==> src/rtl/des_pkg.sv <==
// des_pkg: FSM state type, key-rotation schedule, DES permutation tables,
// S-box contents and the helpers that apply them.
// Bit numbering follows DES throughout: DES bit 1 is the MSB of each vector.
package des_pkg;

    typedef enum logic [1:0] {IDLE, RUN, DONE} des_state_e;

    // Left-rotation amount for rounds 1..16 (index 0 = round 1)
    localparam logic [1:0] SHIFTS [16] = '{2'd1, 2'd1, 2'd2, 2'd2, 2'd2, 2'd2, 2'd2, 2'd2,
                                           2'd1, 2'd2, 2'd2, 2'd2, 2'd2, 2'd2, 2'd2, 2'd1};

    localparam int unsigned IP_T [64] = '{58,50,42,34,26,18,10,2, 60,52,44,36,28,20,12,4,
                                          62,54,46,38,30,22,14,6, 64,56,48,40,32,24,16,8,
                                          57,49,41,33,25,17,9,1,  59,51,43,35,27,19,11,3,
                                          61,53,45,37,29,21,13,5, 63,55,47,39,31,23,15,7};
    localparam int unsigned FP_T [64] = '{40,8,48,16,56,24,64,32, 39,7,47,15,55,23,63,31,
                                          38,6,46,14,54,22,62,30, 37,5,45,13,53,21,61,29,
                                          36,4,44,12,52,20,60,28, 35,3,43,11,51,19,59,27,
                                          34,2,42,10,50,18,58,26, 33,1,41,9,49,17,57,25};
    localparam int unsigned E_T [48]  = '{32,1,2,3,4,5,4,5,6,7,8,9,8,9,10,11,12,13,
                                          12,13,14,15,16,17,16,17,18,19,20,21,20,21,22,23,24,25,
                                          24,25,26,27,28,29,28,29,30,31,32,1};
    localparam int unsigned P_T [32]  = '{16,7,20,21,29,12,28,17,1,15,23,26,5,18,31,10,
                                          2,8,24,14,32,27,3,9,19,13,30,6,22,11,4,25};
    localparam int unsigned PC1_T [56] = '{57,49,41,33,25,17,9,1,58,50,42,34,26,18,
                                           10,2,59,51,43,35,27,19,11,3,60,52,44,36,
                                           63,55,47,39,31,23,15,7,62,54,46,38,30,22,
                                           14,6,61,53,45,37,29,21,13,5,28,20,12,4};
    localparam int unsigned PC2_T [48] = '{14,17,11,24,1,5,3,28,15,6,21,10,
                                           23,19,12,4,26,8,16,7,27,20,13,2,
                                           41,52,31,37,47,55,30,40,51,45,33,48,
                                           44,49,39,56,34,53,46,42,50,36,29,32};

    // Each S-box packed row-major, entry (row*16+col) at nibble 0 = MSB
    localparam logic [255:0] SBOX [8] = '{
        256'hE4D12FB83A6C59070F74E2D1A6CB953841E8D62BFC973A50FC8249175B3EA06D,
        256'hF18E6B34972DC05A3D47F28EC01A69B50E7BA4D158C6932FD8A13F42B67C05E9,
        256'hA09E63F51DC7B428D709346A285ECBF1D6498F30B12C5AE71AD069874FE3B52C,
        256'h7DE3069A1285BC4FD8B56F03472C1AE9A690CB7DF13E52843F06A1D8945BC72E,
        256'h2C417AB6853FD0E9EB2C47D150FA3986421BAD78F9C5630EB8C71E2D6F09A453,
        256'hC1AF92680D34E75BAF427C9561DE0B389EF528C3704A1DB6432C95FABE17608D,
        256'h4B2EF08D3C975A61D0B7491AE35C2F8614BDC37EAF6805926BD814A7950FE23C,
        256'hD2846FB1A93E50C71FD8A374C56B0E927B419CE206ADF35821E74A8DFC90356B};

    function automatic logic [63:0] ip_perm(input logic [63:0] x);
        logic [63:0] y;
        for (int j = 0; j < 64; j++) y[63-j] = x[64-IP_T[j]];
        return y;
    endfunction

    function automatic logic [63:0] fp_perm(input logic [63:0] x);
        logic [63:0] y;
        for (int j = 0; j < 64; j++) y[63-j] = x[64-FP_T[j]];
        return y;
    endfunction

    function automatic logic [47:0] e_perm(input logic [31:0] x);
        logic [47:0] y;
        for (int j = 0; j < 48; j++) y[47-j] = x[32-E_T[j]];
        return y;
    endfunction

    function automatic logic [31:0] p_perm(input logic [31:0] x);
        logic [31:0] y;
        for (int j = 0; j < 32; j++) y[31-j] = x[32-P_T[j]];
        return y;
    endfunction

    // Parity bits (DES bits 8,16,..,64) are simply never selected
    function automatic logic [55:0] pc1_perm(input logic [63:0] x);
        logic [55:0] y;
        for (int j = 0; j < 56; j++) y[55-j] = x[64-PC1_T[j]];
        return y;
    endfunction

    function automatic logic [47:0] pc2_perm(input logic [55:0] x);
        logic [47:0] y;
        for (int j = 0; j < 48; j++) y[47-j] = x[56-PC2_T[j]];
        return y;
    endfunction

    // Row from the outer bits, column from the inner four
    function automatic logic [3:0] sbox_lookup(input int unsigned box, input logic [5:0] b);
        logic [5:0] pos;
        pos = {b[5], b[0], b[4:1]};
        return SBOX[box][255 - 4 * int'(pos) -: 4];
    endfunction

    function automatic logic [27:0] rotl28(input logic [27:0] x, input logic [1:0] s);
        return (s == 2'd1) ? {x[26:0], x[27]} : {x[25:0], x[27:26]};
    endfunction

    function automatic logic [27:0] rotr28(input logic [27:0] x, input logic [1:0] s);
        return (s == 2'd1) ? {x[0], x[27:1]} : {x[1:0], x[27:2]};
    endfunction

    // Key-register update for the round at schedule index idx (0 = round 1).
    // Decrypt walks the schedule backwards, so it undoes s(17-r).
    function automatic logic [55:0] cd_step(input logic [55:0] cd, input logic dec,
                                            input logic [3:0] idx);
        logic [1:0] s;
        s = dec ? SHIFTS[4'd15 - idx] : SHIFTS[idx];
        return dec ? {rotr28(cd[55:28], s), rotr28(cd[27:0], s)}
                   : {rotl28(cd[55:28], s), rotl28(cd[27:0], s)};
    endfunction

    // Encrypt uses the freshly rotated C,D; decrypt uses C,D before rotating
    function automatic logic [47:0] round_key(input logic [55:0] cd, input logic dec,
                                              input logic [3:0] idx);
        return pc2_perm(dec ? cd : cd_step(cd, 1'b0, idx));
    endfunction

endpackage

==> src/rtl/des_f_func.sv <==
// des_f_func: combinational DES round function f(R, K) = P(S(E(R) ^ K)).
module des_f_func
    import des_pkg::*;
(
    input  logic [31:0] r_i,
    input  logic [47:0] k_i,
    output logic [31:0] f_o
);

    logic [47:0] x;
    logic [31:0] s;

    assign x = e_perm(r_i) ^ k_i;

    for (genvar i = 0; i < 8; i++) begin : g_sbox
        des_sbox #(.IDX(i)) u_sbox (
            .b_i (x[47-6*i -: 6]),
            .s_o (s[31-4*i -: 4])
        );
    end

    assign f_o = p_perm(s);

endmodule

==> src/rtl/des_sbox.sv <==
// des_sbox: one 6-to-4 DES substitution box, selected by IDX (0 = S1).
module des_sbox
    import des_pkg::*;
#(
    parameter int unsigned IDX = 0
) (
    input  logic [5:0] b_i,
    output logic [3:0] s_o
);

    assign s_o = sbox_lookup(IDX, b_i);

endmodule

==> src/rtl/des_iter_core.sv <==
// des_iter_core: iterative single-DES engine with valid/ready on both sides.
// One Feistel round per clock (16-clock latency) by default. Defining
// DES_TWO_ROUNDS_EN chains two round functions per clock (8-clock latency);
// NUM_ROUNDS must then be even.
module des_iter_core
    import des_pkg::*;
#(
    parameter int NUM_ROUNDS = 16
) (
    input  logic        i_clk,
    input  logic        i_rst_n,
    input  logic        i_in_valid,
    output logic        o_in_ready,
    input  logic        i_decrypt,
    input  logic [63:0] i_key,
    input  logic [63:0] i_text,
    output logic        o_out_valid,
    input  logic        i_out_ready,
    output logic [63:0] o_text
);

    localparam int CNT_W = $clog2(NUM_ROUNDS + 1);

    des_state_e       state_q;
    logic             in_ready_q, out_valid_q, dec_q;
    logic [63:0]      text_q;
    logic [CNT_W-1:0] cnt_q;
    logic [31:0]      l_q, r_q, l_d, r_d;
    logic [55:0]      cd_q, cd_d;

    logic [3:0]  idx0;
    logic [47:0] k0;
    logic [55:0] cd1;
    logic [31:0] f0, l1, r1;

    assign idx0 = cnt_q[3:0];
    assign k0   = round_key(cd_q, dec_q, idx0);
    assign cd1  = cd_step(cd_q, dec_q, idx0);

    des_f_func u_f0 (.r_i(r_q), .k_i(k0), .f_o(f0));

    assign l1 = r_q;
    assign r1 = l_q ^ f0;

`ifdef DES_TWO_ROUNDS_EN
    localparam int STEP = 2;

    logic [3:0]  idx1;
    logic [47:0] k1;
    logic [31:0] f1;

    assign idx1 = idx0 + 4'd1;
    assign k1   = round_key(cd1, dec_q, idx1);

    des_f_func u_f1 (.r_i(r1), .k_i(k1), .f_o(f1));

    assign l_d  = r1;
    assign r_d  = l1 ^ f1;
    assign cd_d = cd_step(cd1, dec_q, idx1);
`else
    localparam int STEP = 1;

    assign l_d  = l1;
    assign r_d  = r1;
    assign cd_d = cd1;
`endif

    localparam logic [CNT_W-1:0] LAST = CNT_W'(NUM_ROUNDS - STEP);

    // Handshake FSM plus round datapath registers
    always_ff @(posedge i_clk or negedge i_rst_n) begin
        if (!i_rst_n) begin
            state_q     <= IDLE;
            in_ready_q  <= 1'b1;
            out_valid_q <= 1'b0;
            text_q      <= '0;
            cnt_q       <= '0;
            dec_q       <= 1'b0;
            l_q         <= '0;
            r_q         <= '0;
            cd_q        <= '0;
        end else begin
            unique case (state_q)
                IDLE: begin
                    if (i_in_valid) begin
                        {l_q, r_q} <= ip_perm(i_text);
                        cd_q       <= pc1_perm(i_key);
                        dec_q      <= i_decrypt;
                        cnt_q      <= '0;
                        in_ready_q <= 1'b0;
                        state_q    <= RUN;
                    end
                end
                RUN: begin
                    l_q   <= l_d;
                    r_q   <= r_d;
                    cd_q  <= cd_d;
                    cnt_q <= cnt_q + CNT_W'(STEP);
                    if (cnt_q == LAST) begin
                        // Final swap: output is FP(R16 || L16)
                        text_q      <= fp_perm({r_d, l_d});
                        out_valid_q <= 1'b1;
                        state_q     <= DONE;
                    end
                end
                DONE: begin
                    if (i_out_ready) begin
                        out_valid_q <= 1'b0;
                        in_ready_q  <= 1'b1;
                        state_q     <= IDLE;
                    end
                end
                default: state_q <= IDLE;
            endcase
        end
    end

    assign o_in_ready  = in_ready_q;
    assign o_out_valid = out_valid_q;
    assign o_text      = text_q;

endmodule

==> config.mk <==
export PLATFORM = sky130hd
export DESIGN_NAME = des_iter_core
export DESIGN_NICKNAME = d
export VERILOG_FILES = /design/src/rtl/des_pkg.sv /design/src/rtl/des_f_func.sv /design/src/rtl/des_sbox.sv /design/src/rtl/des_iter_core.sv
export SDC_FILE = /design/constraint.sdc
export NUM_CORES = 1
export LEC_CHECK = 0
export BUFFER_PORTS_ARGS = -buffer_cell sky130_fd_sc_hd__buf_2
export CAP_MARGIN = 10
export CORE_MARGIN = 1
export CORE_UTILIZATION = 42
export DETAILED_ROUTE_END_ITERATION = 12
export HOLD_SLACK_MARGIN = 0.06
export SYNTH_ARGS = -nofsm -noshare
export SYNTH_HDL_FRONTEND = slang
export SYNTH_SLANG_ARGS = --single-unit
==> constraint.sdc <==
create_clock -name i_clk -period 4.3 [get_ports i_clk]
set_input_delay 1.075 -clock i_clk [delete_from_list [all_inputs] [get_ports i_clk]]
set_output_delay 1.075 -clock i_clk [all_outputs]
set_load 0.03 [all_outputs]
## Word level (Yosys, flattened, before mapping)

Memories as Yosys holds them, arrays and structs flattened.
Index checks and enable logic that the tools add are counted.

| operators by class | value |
|---|---|
| multipliers | 0 |
| div/mod/pow operators | 0 |
| reduce and logical (&&, ||, !) cells | 10 |
| equality and inequality tests | 8 |
| bitwise gates (word level) | 4 |
| mux-type cells | 31 |
| order comparisons | 2 |
| add/sub/neg operators | 10 |
| shift-type cells | 8 |

Operator list:

| cell | number |
|---|---|
| $shiftx A259 B9 Y4 const A | 8 |
| $mux W28 | 6 |
| $mux W56 | 3 |
| $pmux W32 S2 | 2 |
| $pmux W56 S2 | 1 |
| $sub A8 B8 Y9 const A | 8 |
| $mux W32 | 2 |
| $xor A48 B48 Y48 | 1 |
| $xor A32 B32 Y32 | 1 |
| $mux W2 | 8 |
| $ge A5 B5 Y1 const B | 2 |
| $not A4 Y5 | 2 |
| $pmux W5 S2 | 1 |
| $reduce_and A3 Y1 | 3 |
| $eq A2 B1 Y1 const B | 3 |
| $ne A2 B2 Y1 const B | 3 |
| $pmux W2 S3 | 1 |
| $reduce_and A2 Y1 | 3 |
| $reduce_bool A2 Y1 | 3 |
| $add A5 B1 Y5 const B | 1 |
| $eq A5 B4 Y1 const B | 1 |
| $mux W5 | 1 |
| $mux W1 | 4 |
| $pmux W1 S2 | 2 |
| other kinds (3) | 3 |

| storage, ports and cells | value |
|---|---|
| bits in latches | 0 |
| output and inout bits | 66 |
| RAM bits | 0 |
| bits in read-only memories | 64 |
| register bits after elaboration | 194 |
| memories kept | 2 |

Memories:

| memory | depth | bits a word | rd ports | clocked after memory_dff | write ports | line | RTL |
|---|---|---|---|---|---|---|---|
| (no name shown) | 16 | 2 | 1 | 0 | 0 | des_pkg.sv:102 | `s = dec ? SHIFTS[4'd15 - idx] : SHIFTS[idx];` |
| (no name shown) | 16 | 2 | 1 | 0 | 0 | des_pkg.sv:102 |  |

## Depth between registers and ports, before layout

Gate-level depths: netlist of run 1.

| depth | value |
|---|---|
| word-level depth | 12 |
| mapped depth | 21 |

## Hierarchy

From an unflattened synthesis of run 1, not the netlist that was laid out.

| second synthesis, totals | value |
|---|---|
| cell total of the unflattened synthesis | 1892 |
| area total of the unflattened synthesis | 16706.0 um^2 |

Modules (own cells, without submodules):

| module | cells each | instances | area each (um^2) | sequential area each (um^2) |
|---|---|---|---|---|
| des_iter_core | 1148 | 1 | 11064.4 | 4855.9 |
| des_sbox at u_f0.g_sbox[5].u_sbox | 107 | 1 | 750.7 | 0.0 |
| des_sbox at u_f0.g_sbox[0].u_sbox | 90 | 1 | 713.2 | 0.0 |
| des_sbox at u_f0.g_sbox[4].u_sbox | 84 | 1 | 693.2 | 0.0 |
| des_sbox at u_f0.g_sbox[7].u_sbox | 94 | 1 | 668.1 | 0.0 |
| des_sbox at u_f0.g_sbox[2].u_sbox | 81 | 1 | 616.8 | 0.0 |
| des_sbox at u_f0.g_sbox[6].u_sbox | 83 | 1 | 609.3 | 0.0 |
| des_sbox at u_f0.g_sbox[1].u_sbox | 84 | 1 | 589.3 | 0.0 |
| des_sbox at u_f0.g_sbox[3].u_sbox | 73 | 1 | 580.6 | 0.0 |
| des_f_func | 48 | 1 | 420.4 | 0.0 |

## Worst setup path before layout of run 1

OpenSTA, ideal clock, no wires.

| path | value |
|---|---|
| path kind | reg2reg |
| start | register cnt_q[1] |
| end | register text_q[14], in the netlist o_text[14] |
| required time | 4231 ps |
| data arrival time | 4351 ps |
| setup slack | -120 ps |
| setup time | 69 ps |
| buffers on the path | 4 |
| stages on the path, launching flop included | 19 |
| clock period less this slack | 4420 ps |
| path through | dfrtp_1 > buf_2 > inv_1 > ha_1 > mux2i_2 > buf_4 > buf_2 > buf_4 > o2111ai_1 > o311a_1 > xnor2_2 > clkinv_1 > ha_1 > nor2_1 > mux2i_1 > mux4_2 > a211o_1 > or4_1 > nand3_1 |

| between the ends | value |
|---|---|
| cells in the longest elaborated chain, start to end | 11 |

Ends and longest elaborated chain:

| what | line | RTL |
|---|---|---|
| start: declaration | des_iter_core.sv:27 | `logic [CNT_W-1:0] cnt_q;` |
| start signal: assignment | des_iter_core.sv:98 | `cnt_q <= cnt_q + CNT_W'(STEP);` |
| $not A4 Y5 (not written as such) | des_pkg.sv:102 |  |
| $mem_v2 Z16 W2 | -- |  |
| $mux W2 (2 in a row) | -- |  |
| $eq A2 B1 Y1 | des_pkg.sv:90 | `return (s == 2'd1) ? {x[26:0], x[27]} : {x[25:0], x[27:26]};` |
| $mux W28 | des_pkg.sv:90 |  |
| $mux W56 | des_pkg.sv:110 | `return pc2_perm(dec ? cd : cd_step(cd, 1'b0, idx));` |
| $xor A48 B48 Y48 | des_f_func.sv:13 | `assign x = e_perm(r_i) ^ k_i;` |
| $sub A8 B8 Y9 | des_pkg.sv:86 | `return SBOX[box][255 - 4 * int'(pos) -: 4];` |
| $shiftx A259 B9 Y4 | des_pkg.sv:86 |  |
| $xor A32 B32 Y32 | des_iter_core.sv:43 | `assign r1 = l_q ^ f0;` |
| end signal: assignment | des_iter_core.sv:101 | `text_q <= fp_perm({r_d, l_d});` |
| end: declaration | des_iter_core.sv:26 | `logic [63:0] text_q;` |

Several ways; a longest one is shown, not always the timed one. The select of a mux whose other input is x is not followed.
A chain may end at the register's enable or synchronous reset.

## Final worst setup path of run 1

| path | value |
|---|---|
| start | register cnt_q[1] |
| end | register r_q[2], in the netlist l1[2] |

| between the ends | value |
|---|---|
| cells in the longest elaborated chain, start to end | 12 |

Ends and longest elaborated chain:

| what | line | RTL |
|---|---|---|
| $not A4 Y5 (not written as such) | des_pkg.sv:102 |  |
| $mem_v2 Z16 W2 | -- |  |
| $mux W2 (2 in a row) | -- |  |
| $eq A2 B1 Y1 | des_pkg.sv:90 |  |
| $mux W28 | des_pkg.sv:90 |  |
| $mux W56 | des_pkg.sv:110 |  |
| $xor A48 B48 Y48 | des_f_func.sv:13 |  |
| $sub A8 B8 Y9 | des_pkg.sv:86 |  |
| $shiftx A259 B9 Y4 | des_pkg.sv:86 |  |
| $xor A32 B32 Y32 | des_iter_core.sv:43 |  |
| $pmux W32 S2 | des_iter_core.sv:83 | `unique case (state_q)` |
| end signal: assignment | des_iter_core.sv:86 | `{l_q, r_q} <= ip_perm(i_text);` |
| end signal: assignment | des_iter_core.sv:96 | `r_q <= r_d;` |
| end: declaration | des_iter_core.sv:28 | `logic [31:0] l_q, r_q, l_d, r_d;` |

Every way passes these cells. The select of a mux whose other input is x is not followed.

==> results of run 1 <==
==> stage by stage <==
stage | hold WS (ns) | instance area, um2 | setup WS, ns | cells
2_1_floorplan | 0.4498 | 18670 | -0.01043 | 2266
3_3_place_gp | 0.4563 | 21280 | -0.08682 | 3054
3_5_place_dp | 0.4627 | 21280 | -0.1054 | 3054
4_1_cts | 0.4805 | 21920 | 0.003785 | 3086
5_1_grt | 0.4996 | 22240 | -0.04168 | 3100
6_report | 0.4782 | 22240 | 0.1264 | 3100
==> layout make-up <==
class	count	area, um2
clock buffer	20	466.7
clock inverter	12	166.4
fill	4265	21220
inverter	102	384.1
multi-input combinational	1772	12820
sequential	194	4862
tap	585	732.0
timing repair buffer	415	2808
==> per-layer routing <==
layer  part of all wire [%]  vias to the layer above  GRT usage, %
met1                     42                     9705         42.39
li1                       -                     9013             -
met4                    4.5                        2         15.68
met5                  0.017                        -             0
met3                    5.7                      152         4.677
met2                     48                      700         55.96
==> worst min-delay path by stage <==
stage / endpoint / cells after the start
3_3_place_gp: l_q[17]$_DFFE_PN0P_ / 2
3_5_place_dp: o_text[5]$_DFFE_PN0P_ / 2
5_1_grt: o_text[29]$_DFFE_PN0P_ / 2
4_1_cts: o_text[63]$_DFFE_PN0P_ / 2
2_1_floorplan: l_q[13]$_DFFE_PN0P_ / 2
6_report: o_text[25]$_DFFE_PN0P_ / 2
==> flip-flops by register name, indices dropped and copies added (netlist names) <==
| signal | flops |
|---|---|
| o_text | 64 |
| state_q | 2 |
| l1 | 32 |
| cd_q | 56 |
| o_out_valid | 1 |
| o_in_ready | 1 |
| l_q | 32 |
| cnt_q | 5 |
| dec_q | 1 |
==> logic make-up after synthesis <==
logic type               after synthesis  share of synthesized area, %
AND/OR/NAND/NOR                      706                         17.19
AO/OA/AOI/OAI                        747                         29.88
flip-flops                           194                         26.02
buffers and inverters                301                         6.738
adder cells (fa/ha/maj)               66                         4.425
XOR/XNOR                              54                         2.789
multiplexers                         198                         12.95
==> what timing repair did <==
| item | 4_1_cts | 5_1_grt |
|---|---|---|
| pin swaps | 0 | 5 |
| gates cloned | 0 | 2 |
| hold endpoints to repair | 0 | 0 |
| setup buffers | 0 | 12 |
| resized for setup | 3 | 42 |
| endpoints found under the setup margin | 5 | 46 |
==> cells in the mapped netlist, types with 20 or more instances <==
| library cell | instances | area, um2 |
|---|---|---|
| o311ai_0 | 20 | 175.2 |
| dfrtp_1 | 193 | 4830 |
| inv_1 | 95 | 356.6 |
| nand2_1 | 332 | 1246 |
| a21oi_1 | 80 | 400.4 |
| o2111ai_1 | 34 | 297.8 |
| a211oi_1 | 74 | 555.5 |
| nor3_1 | 40 | 200.2 |
| and2_1 | 25 | 156.4 |
| o21ai_0 | 153 | 765.7 |
| o211a_1 | 22 | 220.2 |
| o211ai_1 | 76 | 570.6 |
| xnor2_1 | 41 | 359.1 |
| ha_1 | 66 | 825.8 |
| a2111oi_0 | 30 | 262.8 |
| mux4_2 | 32 | 720.7 |
| nand4_1 | 20 | 125.1 |
| a211o_1 | 22 | 192.7 |
| a31oi_1 | 27 | 168.9 |
| buf_1 | 24 | 90.09 |
| mux2i_1 | 146 | 1461 |
| nand3_1 | 49 | 245.2 |
| clkbuf_1 | 116 | 435.4 |
| nor2_1 | 131 | 491.7 |
| buf_2 | 42 | 210.2 |
==> tightest hold or removal path, cell delays in order, from the launching register on <==
cell and delay, ns:
dfrtp_1 0.34, nand2_1 0.05, nand2_1 0.05
==> run_results.csv, run 1 <==
group,metric,value,unit
finish,syn_to_final_growth,19.15,%
sta,timing.fmax,0.2396,GHz
worst_hold_path,hold_path_class,"reg2reg",
sta,setup_viol,0,
synthesis,synthCells,2266,
critical_path,r2r_end,"l1[2]$_DFFE_PN0P_",
cts,cts.reportedPaths.clkPinSlew,0.08,ns
critical_path,path_buf_inv,2,
synthesis,ys.flop_type,"dfrtp_1",
critical_path,critical_path_depth,12,
die,die_h,212.8,um
cts,clock-sinks,194,
sta,slew_headroom,29.27,%
detailed_routing,ant_nets,0,
sta,fin_skew,0.01822,ns
cts,cts_root_buf,"clkbuf_16",
synthesis,ys_async_sr_fraction,100.0,%
global_routing,grtUsageTotal,33.42,%
detailed_routing,drc,0,
global_routing,first_global_vias,19050,
flow_run,cap_violations,0,
cts,hold_buffers,0,
critical_path,ff2ff_setup_slack,0.13,ns
finish,antenna_cells,0,
synthesis,ys_ff_latch,194,
synthesis,synth_edf_count,0,
sta,min_period_over_period,97.06,%
critical_path,slowest_stage,"a2111oi_0",
die,rows,76,
critical_path,r2r-start,"cnt_q[1]$_DFFE_PN0P_",
critical_path,ff2ff_path_depth,12,
critical_path,startpoint,"cnt_q[1]$_DFFE_PN0P_",
critical_path,max_stage_delay,0.66,ns
die,start_util,42.94,%
detailed_routing,drtIter0Drc,1640,
finish,utilization,51.17,%
detailed_routing,vias,19570,
critical_path,worstPathCellList,"inv_1, ha_1, mux2_4, buf_4, a2111oi_0, a2111oi_2, or3_1, xnor2_1, a21o_1, a211oi_1, o21ai_0, a31o_2",
critical_path,worstPathArrival,4.58,ns
die,core_area,43460,um2
global_routing,antenna_found_initial,2,
cts,clock_latency,0.52,ns
die,die_w,212.8,um
sta,finalMaxSlewViolations,0,
finish,layout_commonest_cell,"nand2_1",
detailed_routing,vias_per_cell,6.314,
critical_path,cp-start-kind,"flop",
synthesis,synth_cell_types,93,
synthesis,yosysSeqAreaShare,26.02,%
global_routing,grt_pass1_wl,114500,um
cts,htreeDepth,4,
place,portBuffers,190,
cts,numCtsBuffers,17,
finish,layout.nets,2701,
synthesis,synth_fp_nets,2465,
sta,setup-tns-final,0,ns
sta,hold_violations,0,
critical_path,cp-end-kind,"flop",
die,boundaryPins,199,
critical_path,crit_family,"compound AO/OA/AOI/OAI gates",
critical_path,cp_max_fo,12,
critical_path,worstPathRequired,4.71,ns
cts,cts_buffer_depth,2,
place,place_hpwl,56240,um
global_routing,grt_max_degree,88,
synthesis,ys_warn_count,0,
detailed_routing,first_pass_iters,6,
run_status,status,"complete, no violations",
synthesis,syn-cell-area,18660,um2
cts,cts_tree,"yes",
sta,rsz0062_at_grt,"true",
worst_hold_path,hp-start,"o_text[25]$_DFFE_PN0P_",
critical_path,crit_type,"reg2reg",
critical_path,timing.critical_path.to,"l1[2]$_DFFE_PN0P_",
sta,fin_crit,4.174,ns
detailed_routing,wl_per_cell,24.16,um
sta,tightest_slew,1.057,ns
finish,final_cell_mix,"nand2_1, buf_4, dfrtp_1",
place,place_congestion,0.9562,
synthesis,avgSynthCellArea,8.236,um2
die,die_area,45280,um2
finish,final_layout_size_suffix_gt1_share,23.18,%
detailed_routing,wirelength,74890,um
global_routing,grt_overflow,0,
Power of run 1 is not shown: default switching activity piles up to over one toggle a cycle in this logic, so the estimate is an artifact.
==> inputs of run 2 (changes only) <==
--- a/config.mk
+++ b/config.mk
@@ -11,6 +11,7 @@
 export CORE_UTILIZATION = 42
 export DETAILED_ROUTE_END_ITERATION = 12
 export HOLD_SLACK_MARGIN = 0.06
+export PLACE_DENSITY = 0.63
 export SYNTH_ARGS = -nofsm -noshare
 export SYNTH_HDL_FRONTEND = slang
 export SYNTH_SLANG_ARGS = --single-unit
==> run_results.csv, run 2 (synthesis gave the netlist of run 1 again) <==
group,metric,value,unit
sta,setup_viol,0,
detailed_routing,first_pass_iters,6,
critical_path,cp-start-kind,"flop",
finish,final_layout_size_suffix_gt1_share,23.01,%
finish,layout.nets,2707,
detailed_routing,drtIter0Drc,1820,
finish,antenna_cells,0,
global_routing,grt_overflow,0,
die,core_area,43460,um2
place,place_hpwl,54670,um
cts,clock-sinks,194,
global_routing,first_global_vias,18400,
die,start_util,42.94,%
detailed_routing,wirelength,73020,um
critical_path,cp_max_fo,12,
cts,hold_buffers,0,
cts,numCtsBuffers,17,
cts,cts_root_buf,"clkbuf_16",
die,boundaryPins,199,
cts,htreeDepth,4,
sta,hold_violations,0,
die,die_area,45280,um2
finish,largest_reg_flops,64,
finish,instances_no_fill,3106,
sta,timing.fmax,0.2395,GHz
sta,tightest_slew,1.018,ns
sta,fin_crit,4.175,ns
finish,layout_commonest_cell,"nand2_1",
flow_run,cap_violations,0,
die,die_h,212.8,um
detailed_routing,drc,0,
worst_hold_path,hold_path_class,"reg2reg",
run_status,status,"complete, no violations",
global_routing,grtUsageTotal,32.11,%
cts,cts.reportedPaths.clkPinSlew,0.08,ns
sta,min_period_over_period,97.10,%
global_routing,antenna_found_initial,0,
cts,clock_latency,0.51,ns
detailed_routing,vias,19550,
global_routing,grt_pass1_wl,110300,um
critical_path,crit_type,"reg2reg",
critical_path,worstPathArrival,4.54,ns
sta,fin_skew,0.01374,ns
critical_path,worstPathRequired,4.66,ns
place,dp_cells,3060,
place,portBuffers,190,
cts,cts_tree,"yes",
cts,cts_buffer_depth,2,
critical_path,cp-end-kind,"flop",
finish,final_cell_mix,"nand2_1, buf_4, dfrtp_1, buf_2, o21ai_0",
die,die_w,212.8,um
detailed_routing,vias_per_cell,6.295,
detailed_routing,wl_per_cell,23.51,um
place,place_congestion,1.022,
finish,syn_to_final_growth,18.62,%
sta,finalMaxSlewViolations,0,
die,rows,76,
global_routing,grt_max_degree,207,
sta,slew_headroom,32.15,%
detailed_routing,ant_nets,0,
run 2: layout make-up:
type	count	area, um2
clock inverter	14	120.1
inverter	102	384.1
sequential	194	4863
tap	585	732.0
multi-input combinational	1771	12770
timing repair buffer	422	2830
fill	4230	21320
clock buffer	18	439.2
run 2: critical path: stages, from the launching register on:
cell	delay, ns
dfrtp_2	0.47
buf_4	0.19
nor3_4	0.37
buf_4	0.18
buf_4	0.17
a2111oi_0	0.09
a2111o_1	0.55
nand2_1	0.15
buf_4	0.18
inv_1	0.09
ha_1	0.24
mux4_2	0.47
a21o_1	0.19
o211ai_1	0.25
xor2_1	0.33
a21oi_1	0.11
run 2: timing repair:
action	CTS	global route
pin swaps	0	8
hold endpoints to repair	0	0
buffers inserted	0	14
gates resized for setup	2	35
endpoints found under the setup margin	4	43
run 2: final timing paths:
path	from	end	slack, ns	depth (start not counted)
hold reg to reg	o_text[17]$_DFFE_PN0P_	o_text[17]$_DFFE_PN0P_	0.48	2
min in group asynchronous	i_rst_n	cd_q[2]$_DFFE_PN0P_	0.62	1
setup / recovery	cnt_q[1]$_DFFE_PN0P_	l1[29]$_DFFE_PN0P_	0.12	15
setup reg to reg	cnt_q[1]$_DFFE_PN0P_	l1[29]$_DFFE_PN0P_	0.12	15
hold / removal	o_text[17]$_DFFE_PN0P_	o_text[17]$_DFFE_PN0P_	0.48	2
max in group asynchronous	i_rst_n	cd_q[26]$_DFFE_PN0P_	2.84	2
run 2: routing by layer:
metal / GRT usage (%) / wire [um] / vias up
li1: - / - / 9059
met1: 40.37 / 29820 / 9562
met2: 52.95 / 35020 / 798
met3: 5.545 / 4768 / 134
met4: 16.03 / 3414 / 0
met5: 0 / 0 / -
run 2: through the flow:
step / hold WS, ns / setup WS, ns / TNS, ns / instance area [um2] / util [%]
6_report: 0.4759 / 0.1248 / 0 / 22140 / 50.94
5_1_grt: 0.5069 / -0.01270 / -0.03591 / 22140 / 50.94
4_1_cts: 0.4811 / 0.02070 / 0 / 21870 / 50.33
3_5_place_dp: 0.4595 / -0.03695 / -0.06162 / 21300 / 49.02
3_3_place_gp: 0.4559 / 0.004895 / 0 / 21300 / 49.02
2_1_floorplan: 0.4498 / -0.01043 / -0.01043 / 18670 / -
Power of run 2 is left out for the same reason.
